**src/rtl/adder_pkg.sv**
```systemverilog
// Shared constants for the nibble-serial adder and its 4-bit CLA slice.
// Holds the FSM state encoding and the slice width.
package adder_pkg;

    localparam int SLICE_W = 4;

    typedef enum logic [1:0] {
        S_IDLE = 2'd0,
        S_RUN  = 2'd1,
        S_DONE = 2'd2
    } state_t;

endpackage

```
**src/rtl/cla.sv**
```systemverilog
// 4-bit carry-lookahead adder slice.
// Purely combinational; all carries are computed from generate/propagate terms.
module cla
    import adder_pkg::*;
(
    input  logic [SLICE_W-1:0] a,
    input  logic [SLICE_W-1:0] b,
    input  logic               cin,
    output logic [SLICE_W-1:0] sum,
    output logic               cout
);

    logic [3:0] g;
    logic [3:0] p;
    logic [4:0] c;

    assign g = a & b;
    assign p = a ^ b;

    assign c[0] = cin;
    assign c[1] = g[0] | (p[0] & cin);
    assign c[2] = g[1] | (p[1] & g[0]) | (p[1] & p[0] & cin);
    assign c[3] = g[2] | (p[2] & g[1]) | (p[2] & p[1] & g[0])
                | (p[2] & p[1] & p[0] & cin);
    assign c[4] = g[3] | (p[3] & g[2]) | (p[3] & p[2] & g[1])
                | (p[3] & p[2] & p[1] & g[0])
                | (p[3] & p[2] & p[1] & p[0] & cin);

    assign sum  = p ^ c[3:0];
    assign cout = c[4];

endmodule

```
**src/rtl/nibble_serial_adder.sv**
```systemverilog
// Multi-cycle adder: one 4-bit slice per clock through a single CLA,
// with the slice carry registered between cycles.
module nibble_serial_adder
    import adder_pkg::*;
#(
    parameter int WIDTH = 16
) (
    input  logic             clk,
    input  logic             rst_n,
    input  logic             in_valid,
    output logic             in_ready,
    input  logic [WIDTH-1:0] a,
    input  logic [WIDTH-1:0] b,
    input  logic             cin,
    output logic             out_valid,
    input  logic             out_ready,
    output logic [WIDTH-1:0] sum,
    output logic             cout
);

    localparam int NIB  = WIDTH / SLICE_W;
    localparam int IDXW = (NIB > 1) ? $clog2(NIB) : 1;
    localparam logic [IDXW-1:0] LAST = IDXW'(NIB - 1);

    state_t             state;
    logic [IDXW-1:0]    idx;
    logic               carry;
    logic [WIDTH-1:0]   a_sh;
    logic [WIDTH-1:0]   b_sh;
    logic [WIDTH-1:0]   sum_nxt;
    logic [SLICE_W-1:0] cla_sum;
    logic               cla_cout;

    cla u_cla (
        .a    (a_sh[SLICE_W-1:0]),
        .b    (b_sh[SLICE_W-1:0]),
        .cin  (carry),
        .sum  (cla_sum),
        .cout (cla_cout)
    );

    // New slice enters at the top so slice 0 ends up in the low nibble.
    generate
        if (WIDTH > SLICE_W) begin : g_wide
            assign sum_nxt = {cla_sum, sum[WIDTH-1:SLICE_W]};
        end else begin : g_single
            assign sum_nxt = cla_sum;
        end
    endgenerate

    assign in_ready  = (state == S_IDLE);
    assign out_valid = (state == S_DONE);

    always_ff @(posedge clk or negedge rst_n) begin
        if (!rst_n) begin
            state <= S_IDLE;
            idx   <= '0;
            carry <= 1'b0;
            a_sh  <= '0;
            b_sh  <= '0;
            sum   <= '0;
            cout  <= 1'b0;
        end else begin
            unique case (state)
                S_IDLE: begin
                    if (in_valid) begin
                        a_sh  <= a;
                        b_sh  <= b;
                        carry <= cin;
                        idx   <= '0;
                        state <= S_RUN;
                    end
                end
                S_RUN: begin
                    a_sh  <= a_sh >> SLICE_W;
                    b_sh  <= b_sh >> SLICE_W;
                    sum   <= sum_nxt;
                    carry <= cla_cout;
                    idx   <= idx + 1'b1;
                    if (idx == LAST) begin
                        cout  <= cla_cout;
                        state <= S_DONE;
                    end
                end
                S_DONE: begin
                    if (out_ready) begin
                        state <= S_IDLE;
                    end
                end
                default: state <= S_IDLE;
            endcase
        end
    end

endmodule
```
**config.mk**
```make
export PLATFORM = sky130hd
export DESIGN_NAME = nibble_serial_adder
export DESIGN_NICKNAME = d
export VERILOG_FILES = /design/src/rtl/adder_pkg.sv /design/src/rtl/cla.sv /design/src/rtl/nibble_serial_adder.sv
export SDC_FILE = /design/constraint.sdc
export NUM_CORES = 1
export LEC_CHECK = 0
export CAP_MARGIN = 20
export CORE_UTILIZATION = 30
export CTS_BUF_LIST = sky130_fd_sc_hd__clkbuf_4
export DETAILED_ROUTE_END_ITERATION = 8
export PLACE_DENSITY_LB_ADDON = 0.05
export SLEW_MARGIN = 20
export SYNTH_ARGS = -nofsm -noshare
export SYNTH_HDL_FRONTEND = slang
export SYNTH_HIERARCHICAL = 1
export SYNTH_SLANG_ARGS = --single-unit
```
**constraint.sdc**
```tcl
create_clock -name clk -period 2.2 [get_ports clk]
set_input_delay 0.22 -clock clk [delete_from_list [all_inputs] [get_ports clk]]
set_output_delay 0.22 -clock clk [all_outputs]
set_load 0.05 [all_outputs]
```
-- Word level (Yosys, flattened, before mapping)
Cells that the tools add are included.
- bits in registers: 54
- input port bits: 37
- $add $sub $neg: 1
- equality and inequality tests: 6
- muxes and demuxes: 12
- bitwise gates (word level): 29
- reductions and logical operators: 5
- operators by type and width (operator ; number):
    16-bit case mux with 2 select lines ; 2
    16-bit two-way mux ; 2
    1-bit bitwise AND ; 16
    1-bit OR ; 10
    2-bit two-way mux ; 4
    4-bit bitwise XOR ; 2
    2-bit case mux with 3 select lines ; 1
    4-bit bitwise AND ; 1
    2-bit equality test (second input constant) ; 2
    2-bit inequality test (second input constant) ; 2
    2-bit case mux with 2 select lines ; 1
    2-bit AND reduction ; 2
    3-bit AND reduction ; 1
    2-bit by 1-bit adder with 2-bit output (second input constant) ; 1
    2-bit by 1-bit equality test with 1-bit output (second input constant) ; 1
    2-bit logical NOT ; 1
    2-bit by 1-bit inequality test with 1-bit output (second input constant) ; 1
    1-bit case mux with 2 select lines ; 1
    2-bit nonzero test ; 1
    1-bit two-way mux ; 1

-- Longest topological paths before layout
- depth in word-level cells: 7
- depth in mapped cells: 6
- gate-level depth less buffers: 6

-- Cells and area by module
The synthesis kept the hierarchy.
- by module, submodules not included (module ; instances ; cells each ; area each (um^2) ; seq. area each (um^2)):
    nibble_serial_adder ; 1 ; 224 ; 2274.7 ; 1351.3
    cla ; 1 ; 17 ; 147.6 ; 0.0

-- Least setup slack after synthesis
OpenSTA, ideal clock, no wires.
- kind: register to register
- start: register a_sh[0]
- end: register cout
- library setup time: 0.125 ns
- data arrival time: 1.510 ns
- required time: 2.075 ns
- setup slack: 0.565 ns
- cell stages (with the launch flop): 6
- path buffers: 0
- clock period less this slack: 1.635 ns
- cell sequence: dfrtp_1 ha_1 a21o_1 a31o_1 a21o_1 mux2_4
- word-level cells in the longest chain between the ends: 4
- elaborated cells between the ends (all ways): 7
- those cells by class: bitwise: 7
- ends and longest elaborated chain (element ; line ; source):
    from (decl) ; nibble_serial_adder.sv:28 ; logic [WIDTH-1:0] a_sh;
    from (signal assigned) ; nibble_serial_adder.sv:75 ; a_sh <= a_sh >> SLICE_W;
    4-bit bitwise AND or 4-bit bitwise XOR (tied branches) ; cla.sv:17, cla.sv:18 ;
    1-bit bitwise AND (on tied branches) ; cla.sv:26, cla.sv:27 ;
    1-bit OR or 1-bit bitwise AND (tied branches) ; cla.sv:26, cla.sv:27 ;
    1-bit OR * ; cla.sv:27 ; | (p[3] & p[2] & p[1] & p[0] & cin);
    named net cla_cout ; nibble_serial_adder.sv:32 ; logic cla_cout;
    to (signal assigned) ; nibble_serial_adder.sv:81 ; cout <= cla_cout;
    to (decl) ; nibble_serial_adder.sv:18 ; output logic cout
The timed path passes the listed nets; every way through them passes the cells marked *.
A chain may end at the register's enable or synchronous reset.

-- Final worst setup path
- start: register state[1]
- end: output port in_ready
- word-level cells in the longest chain between the ends: 1
- ends and longest elaborated chain (element ; line ; source):
    from (decl) ; nibble_serial_adder.sv:25 ; state_t state;
    from (signal assigned) ; nibble_serial_adder.sv:56 ; state <= S_IDLE;
    from (signal assigned) ; nibble_serial_adder.sv:71 ; state <= S_RUN;
    from (signal assigned) ; nibble_serial_adder.sv:82 ; state <= S_DONE;
    2-bit logical NOT ; nibble_serial_adder.sv:51 ; assign in_ready = (state == S_IDLE);
    to (decl) ; nibble_serial_adder.sv:11 ; output logic in_ready,
Every way passes these cells.

==> impl_metrics.yaml <==
synth:
  syn_area_um2: 2422
  synth.area.top_cells: "dfrtp_1 56%, o22ai_1 11%, nand2_1 8.2%, a21oi_1 3.9%, a2bb2oi_1 2.9%"
  syn_nets: 284
  synth_ff_type: "dfrtp_1"
  synth_edf_count: 0
  syn_inst: 241
  synth_top_area_cell: "dfrtp_1"
  yosysWarnings: 6
  synth_most_common_cell: "dfrtp_1"
  ys_types: 28
  async_flop_share: 1.000
  yosysTopAreaCellShare: 0.5579
  synth_top_cells_by_count: "54 x dfrtp_1, 53 x nand2_1, 42 x o22ai_1"
  ys_ff_latch: 54
  syn_area_per_cell_um2: 10.05
  synth-seq-area-share: 0.5579
die:
  die-area_um2: 8437
  rows: 32
  pin_count: 56
  die_width_um: 91.86
  die_h_um: 91.86
  coreArea_um2: 7767
  initial_core_util: 0.3119
power_and_ir_drop:
  p_per_area_nw_per_um2: 1659
  ir_worst_vdd_mv: 0.4922
  power.leakage_nw: 1.395
global_routing:
  track_usage: 0.1538
  grt_max_degree: 55
  grt_pass1_wl_um: 10080
  grt_pass1_vias: 1941
  antenna_found_initial: 0
  grt_overflow: 0
timing:
  slew_headroom: 0.5910
  tightestPinTransition_ps: 613.4
  fin_crit_sh: 0.9486
  max_freq_mhz: 479.2
  drv_slew: 0
  setup_violations: 0
  post-route-min-period_ps: 2087
  rsz0062_at_grt: "false"
  finalHoldViolations: 0
  setup_tns_ps: 0
  fin_skew_ps: 5.165
setup_path:
  worstSetupStartpointType: "flip-flop"
  end_kind: "output pin"
  crit_type: "reg2out"
  path_max_fanout: 13
  required_ps: 1980
  worst_ep_arrival_time_ps: 1870
placed_design:
  place_congestion: 0.7178
  post_dp_cell_area_um2: 3053
  io_buffers: 55
  hpwl_um: 4099
routing:
  vias: 1952
  drc: 0
  viasPerCell: 4.942
  drt-initial-drc-count: 71
  dr.pass1.iters: 4
  ant_nets: 0
  drt_wl_total_um: 6240
  wl_per_cell_um: 15.80
final_layout:
  layout-drive-gt1-share: 0.06826
  final_util: 0.4074
  stdcell_area_um2: 3164
  nets: 335
  n_antenna_cell: 0
  area_growth_pct: 30.63
clocking:
  clockBufferDepth: 2
  clockRootBuffer: "clkbuf_4"
  cts_tree: "done"
  path_clk_slew_ps: 160
  htreeDepth: 2
  clk_latency_ps: 370
  cts.sinks: 54
  numCtsBuffers: 5
status:
  status: "complete, no violations"
run:
  cap_viol_max_count: 0
worst_hold_path:
  hold_class: "in2async"
-- area by class of cell --
cell class / instances / area [µm²]
inverters: 6 / 22.52
clock buffers: 5 / 37.54
flip-flops and latches: 54 / 1351
well taps: 102 / 127.6
clock inverters: 3 / 63.81
multi-input cells: 164 / 958.4
fillers: 784 / 4603
repair buffers: 61 / 603.1
-- flip-flops by register name (all words and copies together) (netlist names) --
name,flops
a_sh,16
b_sh,16
sum,16
idx,2
state,2
carry,1
cout,1
-- what timing repair did --
item	4_1_cts	5_1_grt
endpoints found under the setup margin	0	0
hold buffers	1	0
resized for setup	0	0
setup buffers	0	0
endpoints found under the hold margin	54	0
-- logic make-up (layout without fill, tap and decap cells) --
kind of cell,Yosys count,count (layout),share of synthesized area
buffers and inverters,23,75,0.04649
DFF,54,54,0.5579
adders and majority gates,6,6,0.03409
AOI/OAI and AO/OA,89,89,0.2345
and+or+nand+nor,65,65,0.1100
muxes,1,1,0.006197
xor gates and xnor gates,3,3,0.01085
-- report_power, final --
part           internal [mW]  switching (mW)  total (mW)  leakage, nW
clock                  0.351           0.321       0.672       0.0528
combinational           1.09            1.66        2.74        0.687
sequential              1.47           0.368        1.83        0.656
total                   2.90            2.35        5.25         1.40
-- through the flow --
stage	std cells	power, mW	setup slack (ps)	hold slack (ps)
3_5_place_dp	386	4.659	452.4	245.5
5_1_grt	395	5.676	29.80	366.7
3_3_place_gp	386	4.636	505.0	248.7
4_1_cts	395	5.333	88.87	361.2
2_1_floorplan	241	3.835	565.3	-75.59
6_report	395	5.249	113.2	354.6
-- path summary, 6_finish.rpt --
check | startpoint | to | slack [ps] | cells past startpoint
max | state[1] | in_ready | 110 | 2
min | rst_n | sum[2] | 350 | 3
max reg2reg | state[1] | cout | 470 | 3
min reg2reg | sum[0] | sum[0] | 490 | 2
max in group asynchronous | rst_n | a_sh[12] | 1590 | 3
min in group clk | a[15] | a_sh[15] | 400 | 3
-- cell usage in the layout (no fill, tap or decap), types with 2 or more instances in the layout --
cell type,netlist,final
dfrtp_1,54,54
nand2_1,53,53
clkdlybuf4s50_1,0,53
o22ai_1,42,42
a21oi_1,19,19
a2bb2oi_1,8,8
o21ai_1,5,5
ha_1,5,5
clkbuf_4,0,5
buf_4,3,5
nor2_1,4,4
nand2b_1,4,4
a22o_1,4,4
o21ai_0,4,4
inv_1,4,4
a21o_1,3,3
inv_2,2,2
and2b_1,2,2
bufinv_16,0,2
xnor2_1,2,2
-- routing by layer --
| metal | GRT usage | wire length, µm | up-vias |
|---|---|---|---|
| met5 | 0 | 0 | - |
| met2 | 0.2239 | 2857 | 43 |
| met3 | 0.02819 | 221 | 7 |
| li1 | - | - | 965 |
| met4 | 0.04688 | 73 | 0 |
| met1 | 0.2300 | 3088 | 937 |
-- critical path, stage by stage, from the launching register on --
cell,delay [ps]
dfrtp_1,530
nor2_1,140
clkdlybuf4s50_1,820
Power figures use the tool's default switching activity.
